--- config.mk ---
export PLATFORM = sky130hd
export DESIGN_NAME = hub75_rx
export DESIGN_NICKNAME = d
export VERILOG_FILES = /design/src/rtl/hub75_pkg.sv /design/src/rtl/hub75_sync.sv /design/src/rtl/hub75_rx.sv
export SDC_FILE = /design/constraint.sdc
export NUM_CORES = 1
export LEC_CHECK = 0
export ABC_AREA = 1
export CAP_MARGIN = 20
export CORE_MARGIN = 2
export CORE_UTILIZATION = 50
export CTS_CLUSTER_SIZE = 8
export DETAILED_ROUTE_END_ITERATION = 8
export PLACE_DENSITY = 0.78
export REMOVE_ABC_BUFFERS = 1
export SYNTH_ARGS = -nofsm -noshare
export SYNTH_HDL_FRONTEND = slang
export SYNTH_SLANG_ARGS = --single-unit
export TNS_END_PERCENT = 5
--- constraint.sdc ---
create_clock -name CLK100MHZ -period 3.8 [get_ports CLK100MHZ]
set_input_delay 0.76 -clock CLK100MHZ [delete_from_list [all_inputs] [get_ports CLK100MHZ]]
set_output_delay 0.76 -clock CLK100MHZ [all_outputs]
set_load 0.1 [all_outputs]
--- src/rtl/hub75_pkg.sv ---
// Shared HUB75 constants and types, used by both the driver and this receiver.
package hub75_pkg;

  localparam int HUB75_WIDTH  = 64;
  localparam int HUB75_ADDR_W = 5;

  typedef struct packed {
    logic r;
    logic g;
    logic b;
  } rgb_t;

  typedef enum logic [1:0] {
    IDLE      = 2'd0,
    DRAIN_TOP = 2'd1,
    DRAIN_BOT = 2'd2
  } drain_state_t;

endpackage

--- src/rtl/hub75_sync.sv ---
// N-stage synchronizer followed by an edge-history flop.
// q is the history flop, so a data vector synchronized here lines up with the
// registered rising-edge flag of a control pin synchronized by a twin instance.
module hub75_sync #(
  parameter int           W       = 1,
  parameter int           STAGES  = 2,
  parameter logic [W-1:0] RST_VAL = {W{1'b0}}
) (
  input  logic         clk,
  input  logic         rst_n,
  input  logic [W-1:0] d,
  output logic [W-1:0] q,
  output logic [W-1:0] rise
);

  logic [W-1:0] stg_r [STAGES];
  logic [W-1:0] hist_r;
  logic [W-1:0] rise_r;

  // Metastability chain, edge history and registered rising-edge flag
  always_ff @(posedge clk or negedge rst_n) begin
    if (!rst_n) begin
      for (int i = 0; i < STAGES; i++) begin
        stg_r[i] <= RST_VAL;
      end
      hist_r <= RST_VAL;
      rise_r <= {W{1'b0}};
    end else begin
      stg_r[0] <= d;
      for (int i = 1; i < STAGES; i++) begin
        stg_r[i] <= stg_r[i-1];
      end
      hist_r <= stg_r[STAGES-1];
      rise_r <= stg_r[STAGES-1] & ~hist_r;
    end
  end

  assign q    = hist_r;
  assign rise = rise_r;

endmodule

--- src/rtl/hub75_rx.sv ---
// HUB75 receiver: rebuilds latched rows from the panel pins and replays them
// as one pixel write per column, top half first, over a valid/ready stream.
module hub75_rx
  import hub75_pkg::*;
#(
  parameter int WIDTH       = HUB75_WIDTH,
  parameter int ADDR_W      = HUB75_ADDR_W,
  parameter int SYNC_STAGES = 2
) (
  input  logic                     CLK100MHZ,
  input  logic                     CPU_RESETN,
  input  logic                     hub_clk,
  input  logic                     hub_lat,
  input  logic                     hub_oe,
  input  logic [ADDR_W-1:0]        hub_addr,
  input  logic [2:0]               hub_rgb1,
  input  logic [2:0]               hub_rgb2,
  output logic                     wr_valid,
  input  logic                     wr_ready,
  output logic [ADDR_W:0]          wr_row,
  output logic [$clog2(WIDTH)-1:0] wr_col,
  output logic [2:0]               wr_rgb,
  output logic                     frame_start,
  output logic                     oe_active,
  output logic                     len_err,
  output logic                     overrun,
  input  logic                     clr_err
);

  localparam int COL_W = $clog2(WIDTH);
  localparam int CNT_W = $clog2(2 * WIDTH);
  localparam int DW    = ADDR_W + 6;

  localparam logic [COL_W-1:0] COL_LAST = COL_W'(WIDTH - 1);
  localparam logic [COL_W-1:0] COL_ZERO = {COL_W{1'b0}};
  localparam logic [CNT_W-1:0] CNT_MAX  = CNT_W'(2 * WIDTH - 1);
  localparam logic [CNT_W-1:0] CNT_FULL = CNT_W'(WIDTH);

  localparam logic [1:0] ST_IDLE = IDLE;
  localparam logic [1:0] ST_TOP  = DRAIN_TOP;
  localparam logic [1:0] ST_BOT  = DRAIN_BOT;

  logic              clk_rise_s, lat_rise_s, oe_q_s;
  logic              clk_lvl_unused_s, lat_lvl_unused_s, oe_rise_unused_s;
  logic [DW-1:0]     data_q_s, data_rise_unused_s;
  logic [ADDR_W-1:0] addr_s;
  rgb_t              rgb1_s, rgb2_s;

  rgb_t [WIDTH-1:0]  sr1_r, sr2_r, sr1_next_s, sr2_next_s;
  rgb_t [WIDTH-1:0]  buf1_r, buf2_r, buf1_next_s, buf2_next_s;
  logic [CNT_W-1:0]  bit_cnt_r, cnt_next_s;
  logic [1:0]        state_r, state_next_s;
  logic [COL_W-1:0]  col_r, col_next_s;
  logic [ADDR_W-1:0] addr_r, addr_next_s;
  logic              xfer_s, accept_s, drop_s, len_set_s;

  logic              wr_valid_r, frame_start_r, oe_active_r, len_err_r, overrun_r;
  logic [ADDR_W:0]   wr_row_r;
  logic [COL_W-1:0]  wr_col_r;
  rgb_t              wr_rgb_r;

  hub75_sync #(.W(1), .STAGES(SYNC_STAGES), .RST_VAL(1'b0)) u_sync_clk (
    .clk(CLK100MHZ), .rst_n(CPU_RESETN), .d(hub_clk), .q(clk_lvl_unused_s), .rise(clk_rise_s)
  );
  hub75_sync #(.W(1), .STAGES(SYNC_STAGES), .RST_VAL(1'b0)) u_sync_lat (
    .clk(CLK100MHZ), .rst_n(CPU_RESETN), .d(hub_lat), .q(lat_lvl_unused_s), .rise(lat_rise_s)
  );
  hub75_sync #(.W(1), .STAGES(SYNC_STAGES), .RST_VAL(1'b1)) u_sync_oe (
    .clk(CLK100MHZ), .rst_n(CPU_RESETN), .d(hub_oe), .q(oe_q_s), .rise(oe_rise_unused_s)
  );
  hub75_sync #(.W(DW), .STAGES(SYNC_STAGES), .RST_VAL({DW{1'b0}})) u_sync_data (
    .clk(CLK100MHZ), .rst_n(CPU_RESETN), .d({hub_addr, hub_rgb1, hub_rgb2}),
    .q(data_q_s), .rise(data_rise_unused_s)
  );

  assign addr_s = data_q_s[DW-1:6];
  assign rgb1_s = rgb_t'(data_q_s[5:3]);
  assign rgb2_s = rgb_t'(data_q_s[2:0]);
  assign xfer_s = wr_valid_r & wr_ready;

  // Post-shift view of the shift registers and bit counter (a latch sees this)
  always_comb begin
    sr1_next_s = sr1_r;
    sr2_next_s = sr2_r;
    cnt_next_s = bit_cnt_r;
    if (clk_rise_s) begin
      sr1_next_s = {sr1_r[WIDTH-2:0], rgb1_s};
      sr2_next_s = {sr2_r[WIDTH-2:0], rgb2_s};
      if (bit_cnt_r != CNT_MAX) begin
        cnt_next_s = bit_cnt_r + CNT_W'(1);
      end else begin
        cnt_next_s = bit_cnt_r;
      end
    end else begin
      cnt_next_s = bit_cnt_r;
    end
  end

  assign len_set_s = lat_rise_s && (cnt_next_s != CNT_FULL);

  // Drain sequencing: accept a latch only when idle, walk columns on handshake
  always_comb begin
    state_next_s = state_r;
    col_next_s   = col_r;
    addr_next_s  = addr_r;
    buf1_next_s  = buf1_r;
    buf2_next_s  = buf2_r;
    accept_s     = 1'b0;
    drop_s       = 1'b0;
    case (state_r)
      ST_IDLE: begin
        if (lat_rise_s) begin
          accept_s     = 1'b1;
          state_next_s = ST_TOP;
          col_next_s   = COL_ZERO;
          addr_next_s  = addr_s;
          buf1_next_s  = sr1_next_s;
          buf2_next_s  = sr2_next_s;
        end else begin
          state_next_s = ST_IDLE;
        end
      end
      ST_TOP: begin
        drop_s = lat_rise_s;
        if (xfer_s) begin
          if (col_r == COL_LAST) begin
            state_next_s = ST_BOT;
            col_next_s   = COL_ZERO;
          end else begin
            col_next_s = col_r + COL_W'(1);
          end
        end else begin
          col_next_s = col_r;
        end
      end
      ST_BOT: begin
        drop_s = lat_rise_s;
        if (xfer_s) begin
          if (col_r == COL_LAST) begin
            state_next_s = ST_IDLE;
            col_next_s   = COL_ZERO;
          end else begin
            col_next_s = col_r + COL_W'(1);
          end
        end else begin
          col_next_s = col_r;
        end
      end
      default: begin
        state_next_s = ST_IDLE;
        col_next_s   = COL_ZERO;
      end
    endcase
  end

  // Shift registers, bit counter, row buffers and drain state
  always_ff @(posedge CLK100MHZ or negedge CPU_RESETN) begin
    if (!CPU_RESETN) begin
      sr1_r     <= '{default: 3'b000};
      sr2_r     <= '{default: 3'b000};
      buf1_r    <= '{default: 3'b000};
      buf2_r    <= '{default: 3'b000};
      bit_cnt_r <= {CNT_W{1'b0}};
      state_r   <= ST_IDLE;
      col_r     <= COL_ZERO;
      addr_r    <= {ADDR_W{1'b0}};
    end else begin
      sr1_r     <= sr1_next_s;
      sr2_r     <= sr2_next_s;
      buf1_r    <= buf1_next_s;
      buf2_r    <= buf2_next_s;
      bit_cnt_r <= lat_rise_s ? {CNT_W{1'b0}} : cnt_next_s;
      state_r   <= state_next_s;
      col_r     <= col_next_s;
      addr_r    <= addr_next_s;
    end
  end

  // Registered stream outputs, status pulses and sticky error flags
  always_ff @(posedge CLK100MHZ or negedge CPU_RESETN) begin
    if (!CPU_RESETN) begin
      wr_valid_r    <= 1'b0;
      wr_row_r      <= {(ADDR_W + 1){1'b0}};
      wr_col_r      <= COL_ZERO;
      wr_rgb_r      <= 3'b000;
      frame_start_r <= 1'b0;
      oe_active_r   <= 1'b0;
      len_err_r     <= 1'b0;
      overrun_r     <= 1'b0;
    end else begin
      wr_valid_r    <= (state_next_s != ST_IDLE);
      wr_row_r      <= {(state_next_s == ST_BOT), addr_next_s};
      wr_col_r      <= col_next_s;
      wr_rgb_r      <= (state_next_s == ST_BOT) ? buf2_next_s[col_next_s] : buf1_next_s[col_next_s];
      frame_start_r <= accept_s && (addr_s == {ADDR_W{1'b0}});
      oe_active_r   <= ~oe_q_s;
      len_err_r     <= len_set_s ? 1'b1 : (clr_err ? 1'b0 : len_err_r);
      overrun_r     <= drop_s ? 1'b1 : (clr_err ? 1'b0 : overrun_r);
    end
  end

  assign wr_valid    = wr_valid_r;
  assign wr_row      = wr_row_r;
  assign wr_col      = wr_col_r;
  assign wr_rgb      = wr_rgb_r;
  assign frame_start = frame_start_r;
  assign oe_active   = oe_active_r;
  assign len_err     = len_err_r;
  assign overrun     = overrun_r;

endmodule

==> out/metrics.cfg <==
[outcome]
outcome=complete, no violations

[clock_network]
ctsResizeCount=0
cts_tree=yes
clk_pin_slew_ns=0.05
cts.sinks=841
cts_made_buffers=115
cts_buffer_depth=3
ctsHoldBuffers=0
clock-root-buffer=clkbuf_16
worstSkewPairLatency_ns=0.67
h-tree-depth=3
cts_setup_buffers=0

[route]
wl_met3_mm=5.04
drt-vias-per-instance=5.41
first_pass_iters=6
top_layer_used=met4
wl_mm=83.8
vias=27400
drtIter0Drc=2318
wl_met2_mm=40.0
drc=0
met1_length_mm=36.7
antenna_left=0
wire_per_inst_um=16.6

[timing]
max_slew.worst_pin.slew_ns=1.01
fin_tns_setup_ns=0
max_slew_margin=0.327
final_max_slew_viol_count=0
clock_skew_ns=0.0278
setup_violations=0
final_hold_viol_count=0
period_minus_slack_ns=3.26
grt_setup_unrepaired=no
finalCritPeriodShare=0.858
fmax_mhz=307

[grt]
grt_pass1_vias=27700
antenna_found_initial=1
grt_usage=0.226
grt-ovfl-total=0
grt_pass1_wl_mm=140
grt_max_degree=145

[floorplanning]
start_util=0.505
dieArea_um2=75700
core_area_um2=72800
die_x_um=275
die_y_um=275
io_pins=38
fp-row-count=99

[yosys]
syn-instance-count=4126
ys_ff_latch=841
yosys_warnings=0
synthArstFlopShare=1.00
yosysSeqAreaShare=0.572
postSynthAreaPerCell_um2=8.91
synth_edf_count=0
synthFlopType=dfrtp_1
synth_cell_types=38
synth.cell_area_um2=36800

[worst_setup_path]
worstSetupStartpointType=flip-flop
end_kind=flip-flop
worstSetupPathType=reg2reg
crit_fanout=87
cp.required_ns=4.41
critical_path_arrival_ns=3.87

[finish]
final_cell_mix=dfrtp_1 (837), nand2_1 (657), inv_1 (597)
antenna_cells=0
stdcell_count=5060
final_common_cell=dfrtp_1
area_growth_pct=11.2
drive_above_1_share=0.104
nets=4108
fin_util=0.562

[placed_design]
dp_hpwl_mm=46.0
io_buffers=37
globalplace.congestion=0.801
dp.cells=4926

[power]
leakage_nw=19.8
ir_drop_uv=395
power_density_nw_per_um2=560

[worst_hold_path]
hp-class=in2async

[job]
drv_cap=0

layer usage:
layer / GRT usage / vias up
met5: 0 / -
met4: 0.0737 / 0
met3: 0.0353 / 159
met2: 0.370 / 813
met1: 0.310 / 13500
li1: - / 12900
registers in the layout, indices dropped and copies added, names as in the netlist, 2 cells and up:
signal / cells
buf2_r: 192
bit_cnt_r: 7
state_r: 2
wr_row: 6
buf1_r: 192
u_sync_data.stg_r: 22
wr_rgb: 3
u_sync_data.q: 11
sr2_r: 192
sr1_r: 192
u_sync_clk.stg_r: 2
wr_col: 6
u_sync_lat.stg_r: 2
u_sync_oe.stg_r: 2
where the power goes:
part           internal (W)  switching, W
logic               0.00131       0.00239
registers           0.00995      0.000281
clock network       0.00537       0.00362
final cells by class:
class | instances | area (um^2)
clock inverters | 6 | 121
well taps | 959 | 1200
clock buffers | 128 | 2950
multi-input cells | 2411 | 12000
flip-flops and latches | 841 | 21100
inverters | 606 | 2300
fillers | 6257 | 31900
repair buffers | 109 | 1300
worst max-delay path, stage by stage (launching register included):
cell	delay, ns
dfrtp_1	0.40
inv_1	0.12
ha_1	0.29
nand2_8	0.15
inv_8	0.41
buf_12	0.34
or2_2	0.17
o21ai_0	0.20
nand2_1	0.24
nand3_1	0.10
nand3_1	0.08
nand3_1	0.09
nand3_1	0.11
nand3_1	0.19
nand2_1	0.15
nand2_1	0.06
nand2_1	0.06
per-stage QoR:
stage / total power, W / instance area (um^2) / hold WS (ns) / setup slack [ns]
2_1_floorplan: 0.0129 / 35300 / 0.331 / -7.57
3_3_place_gp: 0.0139 / 37800 / 0.331 / 0.484
3_5_place_dp: 0.0140 / 37800 / 0.335 / 0.455
4_1_cts: 0.0231 / 40900 / 0.162 / 0.571
5_1_grt: 0.0240 / 40900 / 0.188 / 0.310
6_report: 0.0229 / 40900 / 0.146 / 0.539
final timing paths:
kind	start	to	slack (ns)	cells past startpoint
max	state_r[1]	wr_rgb[2]	0.54	16
min	CPU_RESETN	buf2_r[45]	0.15	1
max reg2reg	state_r[1]	wr_rgb[2]	0.54	16
min reg2reg	u_sync_clk.stg_r[1]	u_sync_clk.stg_r[0]	0.35	0
max in group asynchronous	CPU_RESETN	buf1_r[107]	2.61	2
min in group CLK100MHZ	u_sync_clk.stg_r[1]	u_sync_clk.stg_r[0]	0.35	0
kinds of logic (layout without fill, tap and decap cells):
group,count (synthesis),after routing,synth area share
AO/OA/AOI/OAI,783,783,0.110
XOR/XNOR,5,5,0.00119
adder cells (fa/ha/maj),6,6,0.00204
buffers and inverters,874,849,0.103
flip-flops,841,841,0.572
multiplexers,1,1,0.000272
AND/OR/NAND/NOR,1616,1616,0.211
cells in the mapped netlist, types with 2 or more instances:
| library cell | number | area [um^2] |
|---|---|---|
| clkbuf_1 | 89 | 334 |
| nand3_2 | 2 | 20.0 |
| ha_1 | 6 | 75.1 |
| or2_1 | 157 | 982 |
| nand3_1 | 542 | 2710 |
| a21oi_1 | 3 | 15.0 |
| inv_1 | 598 | 2240 |
| o21ai_0 | 301 | 1510 |
| xor2_1 | 3 | 26.3 |
| buf_2 | 77 | 385 |
| nand2_4 | 3 | 33.8 |
| or2_0 | 41 | 257 |
| dfrtp_1 | 838 | 21000 |
| inv_4 | 2 | 12.5 |
| inv_2 | 5 | 18.8 |
| nand4_1 | 5 | 31.3 |
| nand2_1 | 657 | 2470 |
| buf_1 | 22 | 82.6 |
| or2_2 | 183 | 1140 |
| o211ai_1 | 5 | 37.5 |
| clkbuf_2 | 15 | 75.1 |
| o21ai_2 | 27 | 236 |
| xnor2_1 | 2 | 17.5 |
| buf_6 | 38 | 428 |
| dfstp_2 | 3 | 78.8 |
| nor2_1 | 22 | 82.6 |
| o21ai_1 | 443 | 2220 |
| buf_4 | 27 | 203 |
(Power assumes the default switching activity.)
